## src/rtl/pipeline_ctrl_unit.sv

```systemverilog
// pipeline_ctrl_unit: hazard, interrupt, syscall/eret and divider-stall controller for a 5-stage MIPS pipeline
module pipeline_ctrl_unit #(
    parameter int                ADDR_W     = 32,
    parameter int                INTR_LINES = 6,
    parameter int                DIV_LAT    = 8,
    parameter logic [ADDR_W-1:0] EXC_VECTOR = 32'h80000180
) (
    input  logic                  clk,
    input  logic                  resetn,
    input  logic                  mem_stall,
    input  logic                  id_jump,
    input  logic                  id_jr,
    input  logic [4:0]            ifid_rs_addr,
    input  logic [4:0]            ifid_rt_addr,
    input  logic [4:0]            idex_rd_addr,
    input  logic                  idex_mem_read,
    input  logic                  ex_div_start,
    input  logic [ADDR_W-1:0]     idex_pc,
    input  logic [ADDR_W-1:0]     exmem_target_pc,
    input  logic [ADDR_W-1:0]     exmem_pc,
    input  logic                  exmem_syscall,
    input  logic                  exmem_eret,
    input  logic [INTR_LINES-1:0] intr_in,
    input  logic [INTR_LINES-1:0] intr_mask,
    input  logic                  cp0_ie,
    output logic [3:0]            pc_src,
    output logic                  pc_stall,
    output logic                  ifid_stall,
    output logic                  idex_stall,
    output logic                  exmem_stall,
    output logic                  ifid_flush,
    output logic                  idex_flush,
    output logic                  exmem_flush,
    output logic                  cp0_w_en,
    output logic [4:0]            exec_code,
    output logic [ADDR_W-1:0]     epc,
    output logic [ADDR_W-1:0]     vector,
    output logic                  bpu_write_en,
    output logic                  div_busy,
    output logic                  in_handler
);
    localparam int CW = $clog2(DIV_LAT);

    logic [INTR_LINES-1:0] intr_pend, intr_pend_nx;
    logic [CW-1:0]         div_cnt, div_cnt_nx;
    logic                  in_handler_nx;
    logic                  branch_hazard, load_use, take_int;

    assign branch_hazard = idex_pc != exmem_target_pc;
    assign load_use      = idex_mem_read && idex_rd_addr != 5'd0 &&
                           (idex_rd_addr == ifid_rs_addr || idex_rd_addr == ifid_rt_addr);
    assign take_int      = |intr_pend && cp0_ie && !in_handler && !mem_stall;
    assign vector        = EXC_VECTOR;

    // state register: pending interrupts, local EXL and divider countdown
    always_ff @(posedge clk) begin
        if (!resetn) begin
            intr_pend  <= '0;
            in_handler <= 1'b0;
            div_cnt    <= '0;
        end else begin
            intr_pend  <= intr_pend_nx;
            in_handler <= in_handler_nx;
            div_cnt    <= div_cnt_nx;
        end
    end

    // priority decode of the current cycle's pipeline action
    always_comb begin
        pc_src        = 4'd5;
        {pc_stall, ifid_stall, idex_stall, exmem_stall} = 4'b0;
        {ifid_flush, idex_flush, exmem_flush}           = 3'b0;
        cp0_w_en      = 1'b0;
        exec_code     = 5'd0;
        epc           = '0;
        bpu_write_en  = 1'b0;
        div_busy      = 1'b0;
        intr_pend_nx  = intr_pend | (intr_in & intr_mask);
        in_handler_nx = in_handler;
        div_cnt_nx    = div_cnt;
        if (mem_stall) begin
            {pc_stall, ifid_stall, idex_stall, exmem_stall} = 4'hF;
        end else if (take_int) begin
            pc_src        = 4'd2;
            cp0_w_en      = 1'b1;
            epc           = branch_hazard ? exmem_target_pc : idex_pc;
            {ifid_flush, idex_flush, exmem_flush} = 3'b111;
            intr_pend_nx  = '0;
            in_handler_nx = 1'b1;
            div_cnt_nx    = '0;
        end else if (exmem_syscall) begin
            pc_src        = 4'd2;
            cp0_w_en      = 1'b1;
            exec_code     = 5'd8;
            epc           = exmem_pc;
            {ifid_flush, idex_flush, exmem_flush} = 3'b111;
            in_handler_nx = 1'b1;
            div_cnt_nx    = '0;
        end else if (exmem_eret && !branch_hazard) begin
            pc_src        = 4'd3;
            {ifid_flush, idex_flush, exmem_flush} = 3'b111;
            in_handler_nx = 1'b0;
        end else if (branch_hazard) begin
            pc_src        = 4'd4;
            bpu_write_en  = 1'b1;
            {ifid_flush, idex_flush, exmem_flush} = 3'b111;
            div_cnt_nx    = '0;
        end else if (div_cnt != '0 || ex_div_start) begin
            div_busy      = 1'b1;
            {pc_stall, ifid_stall, idex_stall, exmem_stall} = 4'hF;
            div_cnt_nx    = div_cnt != '0 ? div_cnt - 1'b1 : CW'(DIV_LAT - 1);
        end else if (load_use) begin
            pc_stall      = 1'b1;
            ifid_stall    = 1'b1;
            idex_flush    = 1'b1;
        end else if (id_jr || id_jump) begin
            pc_src        = id_jr ? 4'd1 : 4'd0;
            ifid_flush    = 1'b1;
        end
    end
endmodule

```

## config.mk

```make
export PLATFORM = sky130hd
export DESIGN_NAME = pipeline_ctrl_unit
export DESIGN_NICKNAME = d
export VERILOG_FILES = /design/src/rtl/pipeline_ctrl_unit.sv
export SDC_FILE = /design/constraint.sdc
export NUM_CORES = 1
export LEC_CHECK = 0
export CORE_UTILIZATION = 24
export DETAILED_ROUTE_END_ITERATION = 8
export HOLD_SLACK_MARGIN = 0.05
export PLACE_DENSITY = 0.78
export SYNTH_ARGS = -nofsm -noshare
export SYNTH_HDL_FRONTEND = slang
export SYNTH_SLANG_ARGS = --single-unit
```

## constraint.sdc

```tcl
create_clock -name clk -period 2.4 [get_ports clk]
set_input_delay 0.48 -clock clk [delete_from_list [all_inputs] [get_ports clk]]
set_output_delay 0.48 -clock clk [all_outputs]
set_load 0.02 [all_outputs]
```

==> results of run 1 <==
[worst paths after layout]
path	start	end	slack (ps)	depth (start not counted)
setup / recovery	exmem_target_pc[24]	div_busy	-310	9
hold / removal	intr_pend[0]	intr_pend[0]	480	2
setup reg to reg	intr_pend[0]	div_cnt[0]	240	8
hold reg to reg	intr_pend[0]	intr_pend[0]	480	2
[per-layer routing]
metal	routed length, µm	part of all wire [%]	vias up
li1	-	-	1190
met1	2910	36	1170
met2	4570	56	133
met3	588	7.3	2
met4	19	0.23	0
met5	0	0	-
[per-stage QoR]
stage,power [mW],hold WS (ps)
final,1.17,483
after floorplan,0.534,438
after detailed placement,0.934,467
after CTS,1.15,486
after global routing,1.23,505
after global placement,0.923,466
[kinds of logic (layout without fill, tap and decap cells)]
group | count (synthesis) | count (layout)
compound gates | 62 | 62
other cells | 2 | 37
buf+inv | 55 | 252
simple gates | 46 | 46
mux | 1 | 1
xor+xnor | 42 | 42
fa+ha+maj | 2 | 2
flops | 10 | 10
[power by group]
part | switching (mW) | internal, mW | total (mW)
Clock | 0.0643 | 0.110 | 0.174
Sequential | 0.00626 | 0.176 | 0.182
Combinational | 0.372 | 0.437 | 0.809
[cell usage in the layout, fill, tap and decap left out, types with 3 or more instances in the layout]
cell,n
inv_1,4
nand2_1,4
clkdlybuf4s15_1,17
nor2_1,10
clkbuf_8,3
dfxtp_1,9
buf_6,60
buf_4,53
nor4_2,4
buf_12,3
clkbuf_2,8
nor4_1,5
a22o_1,32
clkdlybuf4s15_2,3
conb_1,37
xor2_1,35
xor2_2,7
nor3_1,4
buf_2,19
dlygate4sd2_1,18
clkdlybuf4s50_1,62
a21oi_1,6
[tightest hold or removal path: cells and delay by family, from the launching register on]
family | cells | cell delay, ps
compound gates | 1 | 40
flops | 1 | 330
simple gates | 1 | 80
[layout make-up]
type / count / area [µm²]
sequential: 10 / 201
inverter: 4 / 15.0
timing repair buffer: 245 / 2310
multi-input combinational: 190 / 1560
fill: 614 / 2700
tap: 96 / 120
clock buffer: 3 / 41.3
[sequential cells by signal (all words and copies together), names as in the netlist]
| name | cells |
|---|---|
| intr_pend | 6 |
| div_cnt | 3 |
| in_handler | 1 |
[repair_timing]
action	4_1_cts	5_1_grt
setup buffers	14	1
pin swaps	40	18
gates resized for setup	457	44
endpoints found under the setup margin	48	46
hold buffers	0	0
gates cloned	2	0
==> out/metrics.csv, run 1 <==
stage,metric,value,unit
run_status,status,"complete, but fails checks",
run_status,failing checks,setup timing,
timing,fmax,369,MHz
synth,post-synthesis compound-gate area fraction,29.3,%
synth,fraction of registers with async set/reset,0,%
critical_path,CP Max Fanout,3,
power_and_ir_drop,Max VDD drop,0.180,mV
clocking,maximum clock insertion buffer count,2,
grt,vias in the first global route,2476,
timing,RSZ-0062 raised after global routing,yes,
synth,mux share of post-synthesis cell area,0.641,%
layout,share of cells above drive strength 1,41.2,%
clocking,latest clock arrival within the worst-skew pair,230,ps
grt,antenna violations before repair,0,
critical_path,startpoint type of the worst setup path,input pin,
clocking,CTS tree,built,
grt,largest net degree at the start of global routing,33,
die,Core ar.,6940,µm²
placed_design,PortBufs,179,
die,initial core utilization,25.3,%
grt,global-route usage over all layers,19.0,%
layout,Layout Nets,589,
synth,cell with the most instances after synthesis,xor2_1,
die,number of I/O pins,217,
die,Die Wd,87.6,µm
timing,setup ws final,-312,ps
clocking,Num CTS Buffers,3,
critical_path,Crit path top cell by count,buf_4,
clocking,clock-pin slew on the worst setup and hold paths,50,ps
timing,clock skew,4.61,ps
synth,Synth area leader,xor2_1,
layout,design area,4240,µm²
critical_path,CP max stage delay,270,ps
synth,xor/xnor cell area share of the yosys netlist,20.9,%
run,MaxCap Viol Count,0,
timing,Final setup viols,44,
timing,Slew Limit Fails,0,
drt,routed wire length,8.09,mm
placed_design,Post-Place Setup Slack,-1330,ps
synth,"EDFF count, synth",0,
drt,drt pass-1 iters,6,
synth,mapped cell area,1760,µm²
placed_design,Post-DP Area,3890,µm²
synth,top post-synthesis cells by area,"xor2_1 21%, buf_4 17%, a22o_1 16%",
die,die span in y,87.6,µm
critical_path,crit end category,primary output,
drt,drt drc,0,
synth,Ys Warns,0,
worst_hold_path,worst hold path type,reg -> reg,
clocking,CTS sink count,10,
layout,area grow syn2layout,141,%
timing,Hold Fails Final Rpt,0,
grt,first-pass GRT wire length,11.4,mm
timing,Final min period,2710,ps
critical_path,Crit path max-delay family,simple AND/OR/NAND/NOR gates,
synth,Yosys top cell area share,20.9,%
grt,GR Util met1,20.3,%
synth,sequential cell area fraction in the yosys report,11.4,%
layout,Layout Cells excl Fill,548,
grt,GR Util met2,39.0,%
drt,vias,2495,
layout,Final Util,61.1,%
power_and_ir_drop,PD cells,275,nW/µm²
clocking,Root Driver,clkbuf_8,
drt,First DRT Iteration DRCs,92,
synth,main combinational cell family by area after synthesis,compound AO/OA/AOI/OAI gates,
drt,post-route ant nets,0,
drt,Avg Vias per Cell,4.55,
synth,main flop type after synthesis,dfxtp_1,
critical_path,crit path DAT,2230,ps
critical_path,crit path max-delay cell type,nor4_1,
placed_design,DP Wirelength,6.42,mm
grt,grt met3 use,3.77,%
power_and_ir_drop,leak pwr,1.95,nW
critical_path,WP buf/inv,4,
synth,simple-gate area share of the yosys netlist,15.5,%
critical_path,Critical Path RT,1920,ps
grt,gr busiest metal,met2,
drt,WL/cell,14.8,µm
placed_design,gpl congestion,0.781,
timing,setup TNS,-8030,ps
synth,Post-Syn Instances,220,
timing,period utilization,113,%
placed_design,placed cell count,529,
critical_path,CP Cell Sequence,clkdlybuf4s15_1 -> xor2_1 -> nor4_1 -> nand4_1 -> buf_4 -> buf_6 -> nor3_4 -> nor4b_4 -> buf_4,
die,DIE AREA,7670,µm²
grt,total grt overflow,0,
synth,Syn Area/Cell,7.98,µm²
synth,Synth Area in Adders,1.42,%
layout,n_diodes,0,
synth,Cell variety after synth,44,
synth,top post-synthesis cells by count,"42 x xor2_1, 39 x buf_4, 32 x a22o_1",
critical_path,Worst Setup Path Type,in -> out,
clocking,CTS H-tree depth,1,
synth,Yosys reg bits,10,
die,Rows,30,
(Power assumes the default switching activity.)
==> run 2: changes to the inputs <==
--- a/config.mk
+++ b/config.mk
@@ -7,8 +7,10 @@
 export LEC_CHECK = 0
 export CORE_UTILIZATION = 24
 export DETAILED_ROUTE_END_ITERATION = 8
+export GPL_ROUTABILITY_DRIVEN = 0
 export HOLD_SLACK_MARGIN = 0.05
 export PLACE_DENSITY = 0.78
 export SYNTH_ARGS = -nofsm -noshare
 export SYNTH_HDL_FRONTEND = slang
 export SYNTH_SLANG_ARGS = --single-unit
+export TNS_END_PERCENT = 5
==> out/metrics.csv, run 2 (synthesis results as in run 1) <==
stage,metric,value,unit
timing,clock skew,3.18,ps
grt,first-pass GRT wire length,11.2,mm
worst_hold_path,Hold Path End,intr_pend[0],
placed_design,placed cell count,530,
drt,WL/cell,14.7,µm
layout,area grow syn2layout,124,%
critical_path,Crit path top cell by count,buf_6,
die,Die Wd,87.6,µm
worst_hold_path,hold_sp,intr_pend[0],
worst_hold_path,worst hold path type,reg -> reg,
die,die span in y,87.6,µm
timing,setup ws final,-391,ps
clocking,clock-pin slew on the worst setup and hold paths,50,ps
power_and_ir_drop,Max VDD drop,0.281,mV
layout,"commonest non-fill, non-tap cell in the layout",buf_4,
layout,design area,3940,µm²
clocking,CTS tree,built,
die,Core ar.,6940,µm²
critical_path,Reg2Reg Setup Slack,330,ps
layout,Layout Cells excl Fill,534,
placed_design,PortBufs,179,
timing,RSZ-0062 raised after global routing,yes,
die,initial core utilization,25.3,%
layout,Top Registers,"intr_pend x6, div_cnt x3, in_handler x1",
grt,vias in the first global route,2462,
critical_path,CP max stage delay,420,ps
critical_path,reg-to-reg endpoint,div_cnt[0],
placed_design,DP Wirelength,6.43,mm
timing,Final min period,2790,ps
critical_path,CP Cell Sequence,buf_6 -> xor2_1 -> nor4_2 -> buf_4 -> nand4_1 -> or2_4 -> o41a_1 -> buf_6,
critical_path,crit end category,primary output,
drt,vias,2411,
layout,max reg flops,6,
clocking,maximum clock insertion buffer count,2,
placed_design,Post-DP Area,3880,µm²
grt,antenna violations before repair,0,
drt,drt pass-1 iters,4,
layout,Layout Nets,574,
power_and_ir_drop,PD cells,285,nW/µm²
timing,Slew Limit Fails,0,
clocking,CTS sink count,10,
layout,share of cells above drive strength 1,37.0,%
worst_hold_path,Hold Path Depth,2,
grt,global-route usage over all layers,18.7,%
critical_path,r2r startpoint,intr_pend[0],
run_status,failing checks,setup timing,
clocking,latest clock arrival within the worst-skew pair,230,ps
critical_path,CP Max Fanout,4,
layout,n_diodes,0,
layout,most flop-heavy register,intr_pend,
timing,Final setup viols,46,
critical_path,crit path DAT,2310,ps
die,Rows,30,
timing,Hold Fails Final Rpt,0,
drt,routed wire length,7.83,mm
timing,fmax,358,MHz
drt,First DRT Iteration DRCs,87,
timing,period utilization,116,%
die,number of I/O pins,217,
run,MaxCap Viol Count,0,
drt,drt drc,0,
clocking,Num CTS Buffers,3,
grt,largest net degree at the start of global routing,34,
critical_path,startpoint type of the worst setup path,input pin,
critical_path,Reg2Reg Depth,6,
critical_path,Critical Path RT,1920,ps
grt,total grt overflow,0,
drt,post-route ant nets,0,
run_status,status,"complete, but fails checks",
layout,"commonest cells after routing, fill and taps aside","71 x buf_4, 67 x clkdlybuf4s50_1, 37 x conb_1",
clocking,Root Driver,clkbuf_8,
critical_path,Worst Setup Path Type,in -> out,
clocking,CTS H-tree depth,1,
drt,Avg Vias per Cell,4.51,
critical_path,crit path max-delay cell type,o41a_1,
die,DIE AREA,7670,µm²
power_and_ir_drop,leak pwr,1.81,nW
## run 2: routing by layer
| metal | wire length, µm | vias up | track usage [%] |
|---|---|---|---|
| met5 | 0 | - | 0 |
| met4 | 96 | 0 | 2.53 |
| met3 | 492 | 8 | 3.58 |
| met2 | 4370 | 124 | 39.1 |
| met1 | 2880 | 1114 | 19.4 |
| li1 | - | 1165 | - |
## run 2: worst max-delay path: cells and delay by family
kind / cells / cell delay [ps]
simple gates: 3 / 840
compound gates: 1 / 420
buf+inv: 3 / 390
xor+xnor: 1 / 160
## run 2: final cells by class
type | count | area, µm²
Multi-Input combinational cell | 190 | 1520
Inverter | 4 | 15.0
Fill cell | 654 | 3000
Timing Repair Buffer | 230 | 2030
Clock buffer | 4 | 55.1
Sequential cell | 10 | 201
Tap cell | 96 | 120
## run 2: worst max-delay path by stage
stage                   startpoint     endpoint  slack (ps)  cells past startpoint
2_1_floorplan  exmem_target_pc[26]   idex_stall        -250                      6
3_3_place_gp   exmem_target_pc[12]   idex_stall       -1220                      8
3_5_place_dp   exmem_target_pc[12]  exmem_stall       -1240                      8
4_1_cts                idex_pc[27]   idex_flush        -370                      8
5_1_grt        exmem_target_pc[12]     div_busy        -480                      9
6_report       exmem_target_pc[12]   idex_flush        -390                      8
## run 2: power by group
group | internal (mW) | switching (mW)
logic | 0.383 | 0.351
clock network | 0.144 | 0.0642
registers | 0.176 | 0.00599
total | 0.703 | 0.421
## run 2: repair_timing
action	4_1_cts	5_1_grt
buffers inserted	1	0
hold buffers	0	0
gates cloned	0	0
resized for setup	383	44
setup endpoints to repair	48	46
pin swaps	42	33
## run 2: through the flow
stage	power, mW	setup slack (ps)	TNS [ps]	util (%)	hold WS, ps
global route	1.19	-484	-11640	56.7	507
detailed placement	0.931	-1240	-33140	55.9	473
finish	1.12	-391	-7640	56.7	471
CTS	1.11	-367	-7030	55.6	486
floorplan	0.532	-245	-463	-	438
global placement	0.920	-1220	-33620	55.9	464
